$ cat src/rtl/fifo_pkg.sv
`default_nettype none
// ============================================================================
// fifo_pkg : shared constants and pointer-width helper for the sync FIFO.
// Rev 1.0
// ============================================================================
package fifo_pkg;

  localparam int FIFO_MODE_STD  = 0;
  localparam int FIFO_MODE_FWFT = 1;

  // One extra MSB beyond the address bits distinguishes full from empty.
  function automatic int ptr_width(input int depth);
    return $clog2(depth) + 1;
  endfunction

endpackage
`default_nettype wire

$ cat src/rtl/fifo_mem.sv
`default_nettype none
// ============================================================================
// fifo_mem : WIDTH x DEPTH storage, one sync write port, one async read port.
// Rev 1.0
// ============================================================================
module fifo_mem #(
  parameter int WIDTH = 16,
  parameter int DEPTH = 4
) (
  input  logic                     clk,
  input  logic                     i_wr_en,
  input  logic [$clog2(DEPTH)-1:0] i_wr_addr,
  input  logic [WIDTH-1:0]         i_wr_data,
  input  logic [$clog2(DEPTH)-1:0] i_rd_addr,
  output logic [WIDTH-1:0]         o_rd_data
);

  logic [WIDTH-1:0] mem_q [DEPTH];

  always_ff @(posedge clk) begin
    if (i_wr_en) begin
      mem_q[i_wr_addr] <= i_wr_data;
    end
  end

  assign o_rd_data = mem_q[i_rd_addr];

endmodule
`default_nettype wire

$ cat src/rtl/fifo_sync_flags.sv
`default_nettype none
// ============================================================================
// fifo_sync_flags : single-clock FIFO with std/FWFT read, count, almost flags
//                   and overflow/underflow pulses.               Rev 1.0
// ============================================================================
module fifo_sync_flags
  import fifo_pkg::*;
#(
  parameter int WIDTH     = 16,
  parameter int DEPTH     = 4,
  parameter int FWFT      = FIFO_MODE_STD,
  parameter int AF_THRESH = DEPTH - 1,
  parameter int AE_THRESH = 1
) (
  input  logic                   clk,
  input  logic                   rst,
  input  logic                   w_en,
  input  logic [WIDTH-1:0]       in_data,
  input  logic                   r_en,
  output logic [WIDTH-1:0]       out_data,
  output logic                   full,
  output logic                   empty,
  output logic                   almost_full,
  output logic                   almost_empty,
  output logic [$clog2(DEPTH):0] count,
  output logic                   overflow,
  output logic                   underflow
);

  localparam int c_ptr_w  = ptr_width(DEPTH);
  localparam int c_addr_w = c_ptr_w - 1;
  localparam logic [c_ptr_w-1:0] c_af_thresh = c_ptr_w'(AF_THRESH);
  localparam logic [c_ptr_w-1:0] c_ae_thresh = c_ptr_w'(AE_THRESH);

  generate
    if ((DEPTH < 2) || ((DEPTH & (DEPTH - 1)) != 0) ||
        (AF_THRESH < 1) || (AF_THRESH > DEPTH) ||
        (AE_THRESH < 0) || (AE_THRESH > DEPTH - 1) ||
        ((FWFT != FIFO_MODE_STD) && (FWFT != FIFO_MODE_FWFT))) begin : g_bad_params
      $fatal(1, "fifo_sync_flags: illegal parameter combination");
    end
  endgenerate

  logic [c_ptr_w-1:0] w_ptr_q, w_ptr_d;
  logic [c_ptr_w-1:0] r_ptr_q, r_ptr_d;
  logic               overflow_q, overflow_d;
  logic               underflow_q, underflow_d;
  logic               wr_accept, rd_accept;
  logic [WIDTH-1:0]   mem_rd_data;

  assign empty = (w_ptr_q == r_ptr_q);
  assign full  = (w_ptr_q[c_addr_w] != r_ptr_q[c_addr_w]) &&
                 (w_ptr_q[c_addr_w-1:0] == r_ptr_q[c_addr_w-1:0]);
  assign count        = w_ptr_q - r_ptr_q;
  assign almost_full  = (count >= c_af_thresh);
  assign almost_empty = (count <= c_ae_thresh);
  assign overflow     = overflow_q;
  assign underflow    = underflow_q;

  always_comb begin
    wr_accept   = w_en & ~full;
    rd_accept   = r_en & ~empty;
    w_ptr_d     = wr_accept ? w_ptr_q + 1'b1 : w_ptr_q;
    r_ptr_d     = rd_accept ? r_ptr_q + 1'b1 : r_ptr_q;
    overflow_d  = w_en & full;
    underflow_d = r_en & empty;
  end

  always_ff @(posedge clk or negedge rst) begin
    if (!rst) begin
      w_ptr_q     <= '0;
      r_ptr_q     <= '0;
      overflow_q  <= 1'b0;
      underflow_q <= 1'b0;
    end else begin
      w_ptr_q     <= w_ptr_d;
      r_ptr_q     <= r_ptr_d;
      overflow_q  <= overflow_d;
      underflow_q <= underflow_d;
    end
  end

  fifo_mem #(
    .WIDTH (WIDTH),
    .DEPTH (DEPTH)
  ) u_mem (
    .clk       (clk),
    .i_wr_en   (wr_accept),
    .i_wr_addr (w_ptr_q[c_addr_w-1:0]),
    .i_wr_data (in_data),
    .i_rd_addr (r_ptr_q[c_addr_w-1:0]),
    .o_rd_data (mem_rd_data)
  );

  generate
    if (FWFT == FIFO_MODE_FWFT) begin : g_fwft
      // Head word is presented directly; forced to zero so stale memory never leaks out.
      assign out_data = empty ? '0 : mem_rd_data;
    end else begin : g_std
      logic [WIDTH-1:0] out_data_q, out_data_d;

      always_comb begin
        out_data_d = rd_accept ? mem_rd_data : out_data_q;
      end

      always_ff @(posedge clk or negedge rst) begin
        if (!rst) begin
          out_data_q <= '0;
        end else begin
          out_data_q <= out_data_d;
        end
      end

      assign out_data = out_data_q;
    end
  endgenerate

endmodule
`default_nettype wire

$ cat config.mk
export PLATFORM = sky130hd
export DESIGN_NAME = fifo_sync_flags
export DESIGN_NICKNAME = d
export VERILOG_FILES = /design/src/rtl/fifo_pkg.sv /design/src/rtl/fifo_mem.sv /design/src/rtl/fifo_sync_flags.sv
export SDC_FILE = /design/constraint.sdc
export NUM_CORES = 1
export LEC_CHECK = 0
export CORE_UTILIZATION = 45
export DETAILED_ROUTE_END_ITERATION = 10
export MAX_ROUTING_LAYER = met4
export PLACE_DENSITY = 0.67
export SLEW_MARGIN = 20
export SYNTH_ARGS = -nofsm -noshare
export SYNTH_HDL_FRONTEND = slang
export SYNTH_HIERARCHICAL = 1
export SYNTH_SLANG_ARGS = --single-unit
$ cat constraint.sdc
create_clock -name clk -period 2.95 [get_ports clk]
set_input_delay 0.59 -clock clk [delete_from_list [all_inputs] [get_ports clk]]
set_output_delay 0.59 -clock clk [all_outputs]
set_load 0.03 [all_outputs]
# Word-level counts from Yosys, hierarchy flattened
# Memories as Yosys holds them, arrays and structs flattened. A register that Yosys moved wholly into a read port is not among the register bits.
# Cells that the tools add are included.
# Widths: inputs -> output; s select.
# word_totals
regBits,8
ramBits,64
in_bits,20
out_inout_bits,25
elab_cells,23
n_memories,1
# classes
addsub,3
n_lt_le_gt_ge,2
n_eq_ne,3
n_mux,2
bitwise,6
n_reduce_logical,2
# mem_list
memory,words,word_bits,read_ports,rd_ports_with_merged_regs,write_ports,line,rtl
u_mem.mem_q,4,16,1,1,1,fifo_mem.sv:18,logic [WIDTH-1:0] mem_q [DEPTH];
# op_table
op,count
$add 3x1->3 const B,2
$and 1x1->1,4
$eq 3x3->1,1
$ge 3x2->1 const B,1
$le 3x1->1 const B,1
$sub 3x3->3,1
$eq 2x2->1,1
$mux 1,2
$not 1->1,2
$logic_and 1x1->1,1
$logic_not 1->1,1
$ne 1x1->1,1

# Logic depth before layout (Yosys ltp)
# depth
depth_word,6
mapped_depth,6
mapped_depth_nobuf,6

# By module
# Netlist, hierarchy kept.
# modules_own_cells
module,instances,cells_each,area_each_um2,seq_area_each_um2
fifo_mem,1,88,2377.3,1921.8
fifo_sync_flags,1,76,1103.6,600.6

# Worst setup path before layout
# No wires, ideal clock.
# synth_timing
kind,reg-to-reg
start,reg w_ptr_q[0]
end,mem u_mem.mem_q[0][0] (enable)
setup_ns,0.413
arrival_ns,2.505
t_required_ns,2.537
setup_slack_ns,0.032
path_stages_with_launch,7
path_buffers,0
synth_period_minus_slack_ns,2.918
path_cell_list,dfrtp_1 inv_1 ha_1 nand2_1 o21ai_0 inv_1 nor3b_1
# synth_between
elab_chain_cells,6
# synth_rtl
element,line,rtl
from (decl),fifo_sync_flags.sv:44,"logic [c_ptr_w-1:0] w_ptr_q, w_ptr_d;"
from (signal assigned),fifo_sync_flags.sv:76,w_ptr_q <= w_ptr_d;
$eq 2x2->1,fifo_sync_flags.sv:53,(w_ptr_q[c_addr_w-1:0] == r_ptr_q[c_addr_w-1:0]);
$logic_and 1x1->1,fifo_sync_flags.sv:52,assign full = (w_ptr_q[c_addr_w] != r_ptr_q[c_addr_w]) &&
$not 1->1,fifo_sync_flags.sv:61,wr_accept = w_en & ~full;
$and 1x1->1,fifo_sync_flags.sv:61,
named net wr_accept,fifo_sync_flags.sv:48,"logic wr_accept, rd_accept;"
$mux 1,fifo_mem.sv:21,if (i_wr_en) begin
$mux 1 (implied by the code),fifo_mem.sv:22,mem_q[i_wr_addr] <= i_wr_data;
to (decl),fifo_mem.sv:18,
# The timed path passes the listed nets, and every way through them passes these cells.

# Worst setup path after layout
# layout_timing
start,reg w_ptr_q[0]
end,mem u_mem.mem_q[2][14] (enable)
# Same word-level chain as after synthesis.

==> flow_summary.ini <==
[finish]
fin_area_um2 = 4200
multi_input_area_um2 = 880
layout-drive-gt1-share = 0.237
final_cells = 323
seqCellArea_um2 = 2520
final_common_cell = edfxtp_1
fill_cells = 565
area_delta_synth_final_pct = 20.7
antenna_cells = 0
nNetsFinal = 244
final_cell_mix = 64 x edfxtp_1, 38 x clkdlybuf4s50_1, 24 x dfrtp_1

[pwr]
pwr-share-clk = 0.156
p_switching_w = 0.00179
p_leak_nw = 1.58
report.power.total_w = 0.00497
combPwrFrac = 0.463
max-vdd-ir-drop_uv = 419
power_frac_seq = 0.381
p_sw_frac = 0.360
intPower_w = 0.00318
power.density_nw_per_um2 = 1180

[placement]
portBuffers = 44
numPlacedInstances = 307
postPlaceCellArea_um2 = 4020
hpwlAfterDp_um = 3730
finalWeightedCongestion = 0.751
place_ws_ps = 296

[setup_path]
cp-start-kind = flop
r2r_start = w_ptr_q[0]
cp-end-kind = flop
ff2ff_setup_slack_ps = 270
critical_path.max_fanout = 16
r2r-end = u_mem/mem_q[2][14]
cp-startpoint = w_ptr_q[0]
arrival_ps = 2650
critPathKind = flop to flop
endpoint = u_mem/mem_q[2][14]
cp.required_ps = 2910
reg2reg_depth = 6

[synthesis]
synth_edf_count = 64
syn_inst = 164
ys_ff_latch = 88
synth_warnings = 6
syn_nets = 189
synth_flop_cell = edfxtp_1
synth.cell_area_um2 = 3480
async_reset_ff_frac = 0.273
ys_seq_area_frac = 0.725
syn_avg_cell_area_um2 = 21.2
synth_cell_type_count = 24

[global_route]
grt_usage = 0.166
grt_max_degree = 25
grt_overflow = 0
grt_pass1_vias = 1806
grt_pass1_wl_um = 9440
antenna_found_initial = 0

[sta]
timing.fmax_ghz = 0.373
setup_viol = 0
hold_viol = 0
min_period_ps = 2680
worst_slew_pin_slew_ps = 907
clock_skew_ps = 10.9
relSlewSlack = 0.396
maxSlewViolCount = 0
fin_setup_tns_ps = 0
worst_slack_ps = 267
rsz0062_at_grt = false
period_share = 0.909

[drt]
drc_errors = 0
vias = 1641
via_per_inst = 5.08
dr.first_iter.drc_count = 76
final_antenna_net_count = 0
routedWlPerCell_um = 17.8
wl_um = 5770
dr.pass1.iters = 4

[clocking]
cts_tree = built
cts_buffers = 9
clock-sinks = 88
clockRootBuffer = clkbuf_8
htreeDepth = 3
cts_hold_buffers = 0
path_clk_slew_ps = 80
clockBufferDepth = 2
clock_latency_ps = 340

[worst_hold_path]
hold_class = flop to flop
min_path_cells = 1

[die]
die_w_um = 90.0
die-area_um2 = 8090
io_pins = 45
core-area_um2 = 7370
core.rowCount = 31
die_y_um = 90.0
initial_core_util = 0.472

[outcome]
status = finished, final reports clean

[flow_run]
maxCapViolations = 0
layout make-up:
type                            instances  share of cell area
Sequential cell                        88               0.600
Multi-Input combinational cell         65               0.209
Timing Repair Buffer                   49               0.113
Clock buffer                           13              0.0330
Tap cell                               99              0.0295
Clock inverter                          3              0.0101
Inverter                                6             0.00536
routing by layer:
metal / vias up / track usage / wire length (um) / part of all wire
met5: - / - / 0 / 0
met4: 0 / 0.0591 / 75 / 0.013
met3: 9 / 0.0491 / 245 / 0.042
met2: 42 / 0.278 / 3070 / 0.53
met1: 844 / 0.190 / 2370 / 0.41
li1: 746 / - / - / -
worst max-delay path: stages, from the launching register on:
cell,delay [ps]
dfrtp_1,490
inv_1,80
ha_1,320
nand2_1,240
o21ai_0,240
inv_1,170
and3b_1,780
worst min-delay path by stage:
stage          slack (ps)      endpoint    startpoint
4_1_cts               510  out_data[15]  out_data[15]
5_1_grt               530  out_data[14]  out_data[14]
3_5_place_dp          490   out_data[3]   out_data[3]
2_1_floorplan         290   out_data[0]           rst
6_report              510  out_data[15]  out_data[15]
3_3_place_gp          490   out_data[3]   out_data[3]
stage by stage:
stage | utilization | hold WS [ps]
global route | 0.570 | 532
detailed placement | 0.545 | 493
floorplan | - | 294
CTS | 0.570 | 512
global placement | 0.545 | 486
finish | 0.570 | 511
state kept, by name, indices dropped and copies added (netlist names):
signal and cells:
w_ptr_q 3, underflow 1, overflow 1, out_data 16, r_ptr_q 3, u_mem/mem_q 64
logic make-up (layout without fill, tap and decap cells):
kind of cell               Yosys count  in the layout  share of synthesized area
AOI/OAI and AO/OA                    5              5                     0.0111
xor gates and xnor gates             5              5                     0.0147
adders and majority gates            5              5                     0.0201
buffers and inverters               11             71                     0.0241
DFF                                 88             88                      0.725
muxes                               36             36                      0.184
and+or+nand+nor                     14             14                     0.0212
cells in the mapped netlist (3+ instances only):
cell	instances	area (um2)
edfxtp_1	64	1920
nand2_1	5	18.8
ha_1	4	50.1
mux2_4	9	135
xnor2_1	4	35.0
inv_1	6	22.5
dfrtp_1	24	601
mux4_1	6	158
mux2_2	10	113
mux4_2	10	225
nor2_1	3	11.3
o21ai_0	3	15.0
power groups by stage:
| stage | logic [W] | clock network, W | registers (W) |
|---|---|---|---|
| 2_1_floorplan | 0.00138 | 0 | 0.00213 |
| 6_report | 0.00230 | 0.000775 | 0.00189 |
| 4_1_cts | 0.00234 | 0.000799 | 0.00190 |
| 3_5_place_dp | 0.00234 | 0 | 0.00192 |
| 3_3_place_gp | 0.00228 | 0 | 0.00189 |
| 5_1_grt | 0.00246 | 0.000863 | 0.00193 |
timing repair:
| action | CTS | global route |
|---|---|---|
| endpoints found under the setup margin | 0 | 2 |
| resized for setup | 0 | 2 |
| setup buffers | 0 | 0 |
Power figures use the tool's default switching activity.
